[src/rtl/pipe_mux.sv]
// ============================================================================
// Module      : pipe_mux
// Description : Registered N-way channel select feeding a 2-entry skid
//               buffer with valid/ready handshakes on both sides.
// Revision    : 1.0 - initial release
// ============================================================================
`default_nettype none

module pipe_mux #(
    parameter int WIDTH  = 5,
    parameter int NUM_IN = 4,
    parameter int SEL_W  = 2
) (
    input  logic                    clk,
    input  logic                    rst,
    input  logic [NUM_IN*WIDTH-1:0] in_data,
    input  logic [SEL_W-1:0]        in_sel,
    input  logic                    in_valid,
    output logic                    in_ready,
    input  logic                    flush,
    output logic [WIDTH-1:0]        out_data,
    output logic                    out_err,
    output logic                    out_valid,
    input  logic                    out_ready
);

    typedef enum logic [1:0] {
        ST_EMPTY = 2'd0,
        ST_ONE   = 2'd1,
        ST_TWO   = 2'd2
    } state_t;

    state_t            r_state;
    logic [WIDTH-1:0]  r_main_data;
    logic              r_main_err;
    logic [WIDTH-1:0]  r_skid_data;
    logic              r_skid_err;
    logic              r_out_valid;
    logic              r_in_ready;

    logic [WIDTH-1:0]  w_chan [NUM_IN];
    logic [WIDTH-1:0]  w_sel_data;
    logic              w_sel_err;
    logic              w_in_fire;
    logic              w_out_fire;

    generate
        for (genvar g = 0; g < NUM_IN; g++) begin : g_chan
            assign w_chan[g] = in_data[g*WIDTH +: WIDTH];
        end
    endgenerate

    // Any index with no matching channel yields zero data and the error flag.
    always_comb begin
        w_sel_data = '0;
        w_sel_err  = 1'b1;
        for (int k = 0; k < NUM_IN; k++) begin
            if (in_sel == SEL_W'(k)) begin
                w_sel_data = w_chan[k];
                w_sel_err  = 1'b0;
            end
        end
    end

    assign w_in_fire  = in_valid & r_in_ready;
    assign w_out_fire = r_out_valid & out_ready;

    always_ff @(posedge clk) begin
        if (rst) begin
            r_state     <= ST_EMPTY;
            r_out_valid <= 1'b0;
            r_in_ready  <= 1'b1;
            r_main_data <= '0;
            r_main_err  <= 1'b0;
            r_skid_data <= '0;
            r_skid_err  <= 1'b0;
        end else if (flush) begin
            r_state     <= ST_EMPTY;
            r_out_valid <= 1'b0;
            r_in_ready  <= 1'b1;
        end else begin
            case (r_state)
                ST_EMPTY: begin
                    if (w_in_fire) begin
                        r_main_data <= w_sel_data;
                        r_main_err  <= w_sel_err;
                        r_state     <= ST_ONE;
                        r_out_valid <= 1'b1;
                        r_in_ready  <= 1'b1;
                    end
                end
                ST_ONE: begin
                    if (w_in_fire && w_out_fire) begin
                        r_main_data <= w_sel_data;
                        r_main_err  <= w_sel_err;
                    end else if (w_in_fire) begin
                        r_skid_data <= w_sel_data;
                        r_skid_err  <= w_sel_err;
                        r_state     <= ST_TWO;
                        r_in_ready  <= 1'b0;
                    end else if (w_out_fire) begin
                        r_state     <= ST_EMPTY;
                        r_out_valid <= 1'b0;
                    end
                end
                ST_TWO: begin
                    if (w_out_fire) begin
                        r_main_data <= r_skid_data;
                        r_main_err  <= r_skid_err;
                        r_state     <= ST_ONE;
                        r_in_ready  <= 1'b1;
                    end
                end
                default: begin
                    r_state     <= ST_EMPTY;
                    r_out_valid <= 1'b0;
                    r_in_ready  <= 1'b1;
                end
            endcase
        end
    end

    assign out_data  = r_main_data;
    assign out_err   = r_main_err;
    assign out_valid = r_out_valid;
    assign in_ready  = r_in_ready;

endmodule

`default_nettype wire

[config.mk]
export PLATFORM = sky130hd
export DESIGN_NAME = pipe_mux
export DESIGN_NICKNAME = d
export VERILOG_FILES = /design/src/rtl/pipe_mux.sv
export SDC_FILE = /design/constraint.sdc
export NUM_CORES = 1
export LEC_CHECK = 0
export ABC_AREA = 0
export ABC_CLOCK_PERIOD_IN_PS = 1370
export CORE_ASPECT_RATIO = 0.6
export CORE_UTILIZATION = 38
export DETAILED_ROUTE_END_ITERATION = 6
export GPL_TIMING_DRIVEN = 0
export PLACE_DENSITY = 0.74
export SLEW_MARGIN = 20
export SYNTH_ARGS = -nofsm -noshare
export SYNTH_HDL_FRONTEND = slang
export SYNTH_SLANG_ARGS = --single-unit
[constraint.sdc]
create_clock -name clk -period 1.37 [get_ports clk]
set_input_delay 0.274 -clock clk [delete_from_list [all_inputs] [get_ports clk]]
set_output_delay 0.274 -clock clk [all_outputs]
set_load 0.005 [all_outputs]
Word level (Yosys, flattened, before mapping)
Index checks and enable logic that the tools add are counted.

cells by class
  add/subtract/negate cells = 0
  multiply operators = 0
  divide/modulo/power cells = 0
  magnitude comparators = 0
  equal/unequal tests = 13
  shift-type cells = 0
  muxes and demuxes = 31
  bitwise logic cells = 5
  reduce and logical (&&, ||, !) cells = 10

operators by type and width
  operator                                                          count
  5-bit two-way mux                                                 7
  5-bit one-hot mux with 3 select lines                             1
  1-bit two-way mux                                                 14
  2-bit != test (second input constant)                             7
  4-bit AND reduction                                               3
  2-bit two-way mux                                                 5
  5-bit AND reduction                                               2
  1-bit one-hot mux with 3 select lines                             3
  2-bit == test (second input constant)                             3
  2-bit one-hot mux with 3 select lines                             1
  2-bit by 1-bit == test with 1-bit output (second input constant)  2
  2-bit zero test                                                   2
  3-bit != test (second input constant)                             1
  1-bit NOT                                                         3
  3-bit nonzero test                                                1
  1-bit AND                                                         2
  2-bit OR reduction                                                1
  1-bit logical AND                                                 1

storage, ports and cells
  register bits after elaboration = 16
  latch bits = 0
  RAM bits = 0
  memory bits (read-only) = 0
  bits of input ports = 27
  output and inout bits = 8
  memories = 0

Logic depth before layout (Yosys ltp)
Gate-level depths: netlist of the first run.

  word-level depth = 7
  gate-level depth with buffers = 7

Worst setup path after synthesis of the first run
Ideal clock, no wire load.

  path kind = reg-to-reg
  start point = register r_state[1]
  end point = register r_main_data[0] (netlist: out_data[0])
  data arrival time = 1,278 ps
  required time = 1,282 ps
  path slack = 4 ps
  stages on the path, launching flop included = 8
  buffers on the path = 3
  period minus slack after synthesis = 1,366 ps
  cell sequence = dfxtp_1 buf_4 nand2b_4 buf_6 o32ai_4 buf_6 nor2_2 a311oi_2

between the ends
  cells in the longest elaborated chain, start to end = 3

ends and longest elaborated chain
  item                                                                         RTL line  text
  start: declaration                                                           33        state_t r_state;
  start signal: assignment                                                     70        r_state <= ST_EMPTY;
  start signal: assignment                                                     78        r_state <= ST_EMPTY;
  start signal: assignment                                                     87        r_state <= ST_ONE;
  2-bit by 1-bit == test with 1-bit output (tied with other cells)             82        case (r_state)
  2-bit != test (no source line) / 3-bit nonzero test (equally long branches)  n/a
  5-bit AND reduction (no source line)                                         n/a
  end signal: assignment                                                       85        r_main_data <= w_sel_data;
  end signal: assignment                                                       94        r_main_data <= w_sel_data;
  end signal: assignment                                                       108       r_main_data <= r_skid_data;
  end: declaration                                                             34        logic [WIDTH-1:0] r_main_data;

Parallel ways exist; a longest one is shown, timed or not.
A chain may end at the register's enable or synchronous reset.

Worst setup path after layout of the first run
  start point = input port in_data[18]
  end point = register r_main_data[3] (netlist: out_data[3])

between the ends
  cells in the longest elaborated chain, start to end = 3

ends and longest elaborated chain
  item                                         RTL line  text
  start: declaration                           16        input logic [NUM_IN*WIDTH-1:0] in_data,
  5-bit two-way mux *                          58        if (in_sel == SEL_W'(k)) begin
  5-bit two-way mux, on equally long branches  93, 84
  5-bit one-hot mux with 3 select lines *      82

Mark *: on every way between the ends. The rest lies on a longest branch, timed or not. The select of a mux whose other input is x is not followed.

==> results.cfg, run 1 <==
[clocking]
clock_latency_ns = 0.25
cts_root_buf = clkbuf_8
clkTransAtPathRegs_ns = 0.07
cts_buffer_depth = 2
h-tree-depth = 1
cts_sinks = 16
cts_tree = built
numCtsBuffers = 3
hold_buffers = 0

[critical_path]
path_max_fanout = 2
cpMaxStageDelayCell = mux4_2
path_cells = clkdlybuf4s50_1, mux4_2, mux2i_2, o32ai_2
critPathRequiredTime_ns = 1.50
cp-start-kind = primary input
endpoint_kind = flop
max_stage_delay_ns = 0.50
path_class = in -> reg
critPathArrivalTime_ns = 1.49

[routing]
drt-pass1-iter-count = 4
drc = 0
wl_per_cell_microns = 13.2
vias = 828
vias_per_cell = 5.11
drt_iter0_drc = 39
detail-route-antenna-nets = 0
drt-total-wl_microns = 2150

[timing]
setup_viol = 0
relSlewSlack_pct = 63.0
fmax_mhz = 735
fin_crit_sh_pct = 99.3
period_needed_ns = 1.36
maxSlewViolCount = 0
hold_violations = 0
worstMarginPinSlew_ns = 0.555
rsz0062_at_grt = yes
setup_tns_ns = 0
fin_skew_ns = 0.00715

[yosys]
yosysWarnings = 0
ys_seq_area_share_pct = 35.3
synth-edff-count = 0
synth.cell_area_sq_um = 907
syn_nets = 113
ys_ff_latch = 16
avgSynthCellArea_sq_um = 10.5
post_synth_num_cell_types = 30
ys_dominant_reg_cell = dfxtp_1
async_flop_share_pct = 0
synth_cells = 86

[floorplan]
core_area_sq_um = 2210
fp.dieArea_sq_um = 2590
initial_core_util_pct = 41.0
rows = 13
die_y_microns = 39.8
die_w_microns = 65.1
io_pins = 35

[hold_path]
min_path_type = reg -> reg

[power_and_ir_drop]
seqPwrFrac_pct = 41.9
leakage_uw = 0.000673
pwr-share-comb_pct = 22.9
powerDensity_nw_per_um2 = 803
power.switching_uw = 280
peakVddDrop_uv = 478
p_int_uw = 903
pwr-share-clk_pct = 35.2
switching_share_pct = 23.7

[finish]
syn_to_final_growth_pct = 62.5
final_core_util_pct = 66.6
nFillCells = 176
diodes = 0
final_cells = 162
drive_above_1_share_pct = 35.6
nets = 160

[placement]
gp_congestion = 0.836
place_inst = 149
dpl.hpwl_microns = 1520
io_buffers = 33

[global_route]
track_usage_pct = 18.0
grt_first_pass_wirelength_microns = 3250
antenna_found_initial = 0
grt_max_degree = 11
overflow = 0
grt_pass1_vias = 723

[run_status]
status = complete, no violations

[job]
cap_violations = 0
-- metal layers --
layer | part of all wire (%) | GRT usage (%) | routed length [microns] | vias to the layer above
li1 | - | - | - | 407
met1 | 49 | 24.4 | 1040 | 382
met2 | 43 | 27.3 | 917 | 37
met3 | 7.3 | 5.23 | 156 | 2
met4 | 1.3 | 6.52 | 27 | 0
met5 | 0 | 0 | 0 | -
-- cell usage in the layout (no fill, tap or decap), types with 2 or more instances in the layout --
cell and instances:
mux4_2 5, nor2_1 8, buf_4 10, buf_6 2, nand2b_1 2, dlymetal6s2s_1 5
dlygate4sd2_1 6, and3b_1 2, clkbuf_8 4, clkdlybuf4s50_1 22, nor2_2 4, dfxtp_2 5
dfxtp_4 3, dfxtp_1 8, a21oi_1 3, mux2i_1 5, nand2_1 12, a311oi_2 4
-- per-stage QoR --
| step | area (sq um) | setup WS (ns) | hold WS, ns | total power (uW) |
|---|---|---|---|---|
| final | 1470 | 0.00900 | 0.468 | 1180 |
| after global routing | 1470 | -0.0340 | 0.507 | 1240 |
| after CTS | 1410 | 0.0147 | 0.468 | 1180 |
| after detailed placement | 1270 | -0.440 | 0.458 | 754 |
| after global placement | 1270 | -0.412 | 0.455 | 749 |
| after floorplan | 907 | 0.00361 | 0.390 | 630 |
-- synthesized netlist by cell type (2+ instances only) --
library cell | number | share of area (%)
nor2b_1 | 2 | 1.4
dfxtp_1 | 16 | 35
nor2_2 | 4 | 2.8
nand2_1 | 13 | 5.4
mux2i_1 | 6 | 6.6
a21oi_1 | 3 | 1.7
nor2_1 | 8 | 3.3
a311oi_2 | 4 | 6.6
o32ai_1 | 2 | 1.9
mux4_2 | 5 | 12
buf_6 | 2 | 2.5
nand2b_1 | 2 | 1.4
and3b_1 | 2 | 1.9
-- power by group through the flow --
stage	Combinational, uW	Clock, uW	Sequential, uW
finish	271	416	496
global route	290	448	498
CTS	259	425	496
detailed placement	248	0	506
global placement	243	0	506
floorplan	124	0	506
-- worst paths after layout --
check | from | end | slack (ns) | cells after the start
setup / recovery | in_data[18] | out_data[3] | 0.009 | 4
hold / removal | out_err | out_err | 0.47 | 2
setup reg to reg | r_state[0] | out_data[4] | 0.05 | 5
hold reg to reg | out_err | out_err | 0.47 | 2
-- what timing repair did --
action	CTS	global route
endpoints found under the setup margin	19	16
pin swaps	2	4
hold endpoints to repair	0	0
buffers inserted	8	2
resized for setup	20	13
gates cloned	1	0
-- sequential cells by signal (all words and copies together), names as in the netlist --
register     count
in_ready         1
out_data         5
out_err          1
out_valid        1
r_skid_data      5
r_skid_err       1
r_state          2
-- cell families after synthesis --
family	count (synthesis)	share of synthesized area, %
XOR/XNOR	1	0.966
buffers and inverters	6	4.69
AND/OR/NAND/NOR	37	22.6
multiplexers	11	19.0
flip-flops	16	35.3
AO/OA/AOI/OAI	15	17.4
-- final cells by class --
class                      instances  area [sq um]  share of cell area, %
sequential                        16           338                   22.9
inverter                           1          3.75                  0.255
multi-input combinational         64           598                   40.6
timing repair buffer              44           422                   28.6
tap                               30          37.5                   2.55
clock buffer                       4          55.1                   3.74
buffer                             3          20.0                   1.36
-- worst max-delay path: cells and delay by family --
family,cells,cell delay [ns]
AO/OA/AOI/OAI,1,0.10
multiplexers,2,0.73
buffers and inverters,1,0.39
Power figures use the tool's default switching activity.
==> inputs of run 2 (changes only) <==
- ABC_AREA: 0 -> default
==> results of run 2 <==
No change in the layout: final DEF, timing and power equal those of run 1.
==> inputs of run 3 (changes only) <==
- ABC_CLOCK_PERIOD_IN_PS: 1370 -> default
- SETUP_SLACK_MARGIN: default -> 0.1
==> run 3 against run 2 <==
Net effect:
- cell count up 1.9%
- critical endpoint is now out_data[1]
- critical path depth is 2 higher
- sequential power hardly changed
- fmax increased by 0.73%
- non-clock buffer count rose by 3
- sequential share of layout area shrank 0.61 points
==> results.cfg, run 3 (same netlist as run 1, synthesis figures left out) <==
[timing]
setup_ws_ns = 0.0189
fin_crit_sh_pct = 98.6
maxSlewViolCount = 0
rsz0062_at_grt = yes
hold_violations = 0
fmax_mhz = 740
whs_ns = 0.468
relSlewSlack_pct = 62.6
worstMarginPinSlew_ns = 0.561
fin_skew_ns = 0.00339
period_needed_ns = 1.35
setup_viol = 0

[critical_path]
worst-path-buf-inv = 2
path_cells = buf_6, nand4bb_4, o32ai_4, buf_6, nor2_4, a311oi_2
critPathTopFamily = compound AO/OA/AOI/OAI gates
r2r-end = out_data[1]
path_class = reg -> reg
critPathCapture = out_data[1]
r2r_slack_ns = 0.02
cpMaxStageDelayCell = dfxtp_2
critPathArrivalTime_ns = 1.52
path_max_fanout = 8
critPathRequiredTime_ns = 1.54
rr_worst_depth = 6
reg2reg_from = r_state[1]
cp.depth = 6
cp-startpoint = r_state[1]
max_stage_delay_ns = 0.32
crit_top_cell = buf_6
cp-start-kind = flop
endpoint_kind = flop

[finish]
register_area_sq_um = 338
nFillCells = 175
diodes = 0
nets = 163
drive_above_1_share_pct = 36.3
syn_to_final_growth_pct = 66.9
multi_input_area_sq_um = 612
mostFrequentLayoutCells = clkdlybuf4s50_1 (17), buf_4 (12), nand2_1 (12)
final_common_cell = clkdlybuf4s50_1

[routing]
drt_iter0_drc = 43
vias = 830
drt-pass1-iter-count = 3
drc = 0
wl_per_cell_microns = 13.7
vias_per_cell = 5.03
drt-total-wl_microns = 2250
detail-route-antenna-nets = 0

[power_and_ir_drop]
peakVddDrop_uv = 442
powerDensity_nw_per_um2 = 797
leakage_uw = 0.000707

[clocking]
h-tree-depth = 1
cts_root_buf = clkbuf_8
cts_sinks = 16
clkTransAtPathRegs_ns = 0.07
numCtsBuffers = 3
cts_buffer_depth = 2
clock_latency_ns = 0.25
hold_buffers = 0
cts_tree = built

[floorplan]
die_w_microns = 65.1
initial_core_util_pct = 41.0
fp.dieArea_sq_um = 2590
die_y_microns = 39.8
io_pins = 35
core_area_sq_um = 2210
rows = 13

[placement]
gp_congestion = 0.876
io_buffers = 33
dp_slack_ns = -0.499
dpl.hpwl_microns = 1630

[global_route]
antenna_found_initial = 0
grt_max_degree = 11
overflow = 0
track_usage_pct = 19.5
grt_first_pass_wirelength_microns = 3500
grt_pass1_vias = 752

[hold_path]
min_path_type = reg -> reg

[run_status]
status = complete, no violations

[job]
cap_violations = 0
## run 3: cell types whose count changed in the layout (fill, tap and decap cells not counted), moves of 2 or more
cell and change:
dlygate4sd2_1 +5, buf_6 +2, buf_4 +2, nor2_2 -4, clkdlybuf4s50_1 -5, nor2_4 +4
## run 3: power by group
part           total [uW]  switching [uW]  internal (uW)
Sequential            496            13.9            482
Combinational         286             112            174
Clock                 425             170            255
## run 3: final cells by class
| cell class | instances | area share, % |
|---|---|---|
| Buffer | 4 | 2.23 |
| Clock buffer | 4 | 3.64 |
| Inverter | 1 | 0.248 |
| Multi-Input combinational cell | 64 | 40.4 |
| Sequential cell | 16 | 22.3 |
| Tap cell | 30 | 2.48 |
| Timing Repair Buffer | 46 | 28.7 |
## run 3: worst min-delay path by stage
stage,start,end,slack (ns),cells past startpoint
floorplan,rst,out_data[3],0.39,1
global placement,r_skid_err,out_err,0.46,2
detailed placement,r_skid_err,out_err,0.46,2
CTS,out_err,out_err,0.47,2
global route,out_err,out_err,0.49,2
finish,out_err,out_err,0.47,2
## run 3: routing by layer
| metal | vias up | part of all wire [%] | GRT usage, % |
|---|---|---|---|
| met4 | 0 | 0.84 | 6.52 |
| met5 | - | 0 | 0 |
| met2 | 30 | 45 | 29.2 |
| li1 | 409 | - | - |
| met3 | 2 | 5.0 | 5.23 |
| met1 | 389 | 49 | 27.1 |
## run 3: worst register-to-register path: stages, from the launching register on
cell,delay (ns)
dfxtp_2,0.32
buf_6,0.13
nand4bb_4,0.20
o32ai_4,0.15
buf_6,0.21
nor2_4,0.04
a311oi_2,0.21
## run 3: stage by stage
stage | instance area [sq um] | instances | power [uW] | utilization (%) | setup TNS, ns
finish | 1510 | 165 | 1210 | 68.4 | 0
global route | 1510 | 165 | 1260 | 68.4 | -0.202
CTS | 1480 | 163 | 1200 | 66.7 | -0.144
detailed placement | 1310 | 149 | 770 | 59.2 | -5.34
global placement | 1310 | 149 | 762 | 59.2 | -4.91
floorplan | 942 | 86 | 643 | - | 0
## run 3: repair_timing
item	CTS	global route
setup endpoints to repair	21	14
pin swaps	3	4
gates resized for setup	25	11
hold endpoints to repair	0	0
buffers inserted	9	3
cloned	1	0
==> RTL change, RTL diff (config.mk and constraints of run 1) <==
Reset style: asynchronous (`rst`), changed in one clocked block.
--- a/src/rtl/pipe_mux.sv
+++ b/src/rtl/pipe_mux.sv
@@ -65,7 +65,7 @@
     assign w_in_fire  = in_valid & r_in_ready;
     assign w_out_fire = r_out_valid & out_ready;
 
-    always_ff @(posedge clk) begin
+    always_ff @(posedge clk or posedge rst) begin
         if (rst) begin
             r_state     <= ST_EMPTY;
             r_out_valid <= 1'b0;
Check against the original RTL: differs if rst is asserted again (counterexample within 4 cycles, from zero or initial values and one cycle with rst high); with rst held inactive, the same outputs for 10 cycles.
==> RTL change against run 1 <==
The flow now finishes with violations (setup timing); setup slack got worse by 0.18 ns; routed wire length rose by 26%; die area rose by 10%; cell area rose by 7.5%; sequential share of layout area rose by 2.5 points; critical path depth rose by 1; sequential cell count did not move; synthesized area rose by 11%; highest routed layer unchanged.
Power is not compared: it rests on default switching activity, and its combinational part moved more than twofold at a synthesized area within 25%.
==> RTL change: results (changes against run 1) <==
### Run status
* **run status** finished with violations
* **failing checks** setup timing

### Timing
* **# setup viols final** 10, +10
* **clk_skew** 0.00273 ns, -0.00442 ns
* **worst slew pin tran** 0.623 ns, +0.0686 ns
* **final worst setup slack** -0.172 ns, -0.181 ns

### Final layout
* **net count reported at finish** 184, +15%
* **number of fill cells** 216, +23%
* **Final Instance Count excl. Fillers** 188, +16%

### Logic synthesis
* **Synth area leaders** sky130_fd_sc_hd__dfrtp_1 (37%), sky130_fd_sc_hd__mux2_2 (11%), sky130_fd_sc_hd__mux2i_1 (7.0%)
* **post-synthesis sequential area ratio** 0.400, +0.0466
* **most frequent cells after synthesis** sky130_fd_sc_hd__dfrtp_1 (15), sky130_fd_sc_hd__nand2_1 (12), sky130_fd_sc_hd__nor3_1 (12)
* **number of nets in the synthesized netlist** 133, +18%
* **Yosys cell types** 29, -3.3%
* **share of flip-flops with an asynchronous set or reset after synthesis** 1.00, +1.00
* **mean cell area of the mapped netlist** 9.48 um^2, -10%

### Clocking
* **PostCTS Resize Cnt** 13, -35%
* **setup repair bufs after CTS** 12, +4

### Critical path
* **Crit path arrival time** 1.68 ns, +0.19 ns
* **CP max FO** 5, +3
* **Worst Setup SP** in_ready
* **launch instance of the worst register-to-register path** in_ready
* **end of the worst register-to-register path** out_data[4]

### Routing
* **starting DRC count in detailed routing** 31, -21%
* **drt wl/cell** 14.4 um, +8.9%

### Global route
* **GRT Overall Usage** 0.227, +0.0467
* **vias in the first global route** 1000, +38%
* **wire length of the first global-routing pass** 4620 um, +42%

### Placement
* **Routability Congestion** 0.770, -7.9%

## RTL change: final cells by class
cell class	count	area, um^2	share of cell area
multi-input cells	82	604	0.382
repair buffers	47	443	0.280
flip-flops and latches	16	403	0.254
clock buffers	4	55.1	0.0348
well taps	32	40.0	0.0253
plain buffers	5	31.3	0.0197
inverters	2	7.51	0.00474
## RTL change: where the power goes
part           internal, uW  switching, uW
clock                   255            172
combinational           503            305
sequential              645            101
total                  1400            578
## RTL change: metrics by stage
step / setup TNS (ns) / area (um^2) / hold slack, ns / setup slack (ns)
CTS: -1.69 / 1540 / 0.411 / -0.181
finish: -1.27 / 1580 / 0.396 / -0.172
global route: -2.12 / 1580 / 0.472 / -0.233
global placement: -4.48 / 1380 / 0.467 / -0.498
floorplan: -0.921 / 1000 / 0.187 / -0.180
detailed placement: -5.04 / 1380 / 0.471 / -0.536
## RTL change: metal layers
| metal | routed length [um] | share of wire | global-route usage | vias up |
|---|---|---|---|---|
| met5 | 0 | 0 | 0 | - |
| met4 | 57 | 0.021 | 0.0708 | 0 |
| met3 | 139 | 0.051 | 0.0797 | 6 |
| met2 | 1300 | 0.48 | 0.341 | 21 |
| met1 | 1210 | 0.45 | 0.304 | 469 |
| li1 | - | - | - | 471 |
## RTL change: cell families after synthesis
logic type	synth area share
buffers and inverters	0.0498
and+or+nand+nor	0.252
muxes	0.182
AOI/OAI and AO/OA	0.117
DFF	0.400
## RTL change: worst max-delay path, stage by stage (launching register included)
cell and delay (ns):
sky130_fd_sc_hd__dfstp_2 0.54, sky130_fd_sc_hd__and3b_2 0.23, sky130_fd_sc_hd__nand2b_4 0.06, sky130_fd_sc_hd__a21oi_4 0.16, sky130_fd_sc_hd__buf_12 0.14, sky130_fd_sc_hd__mux2_4 0.29
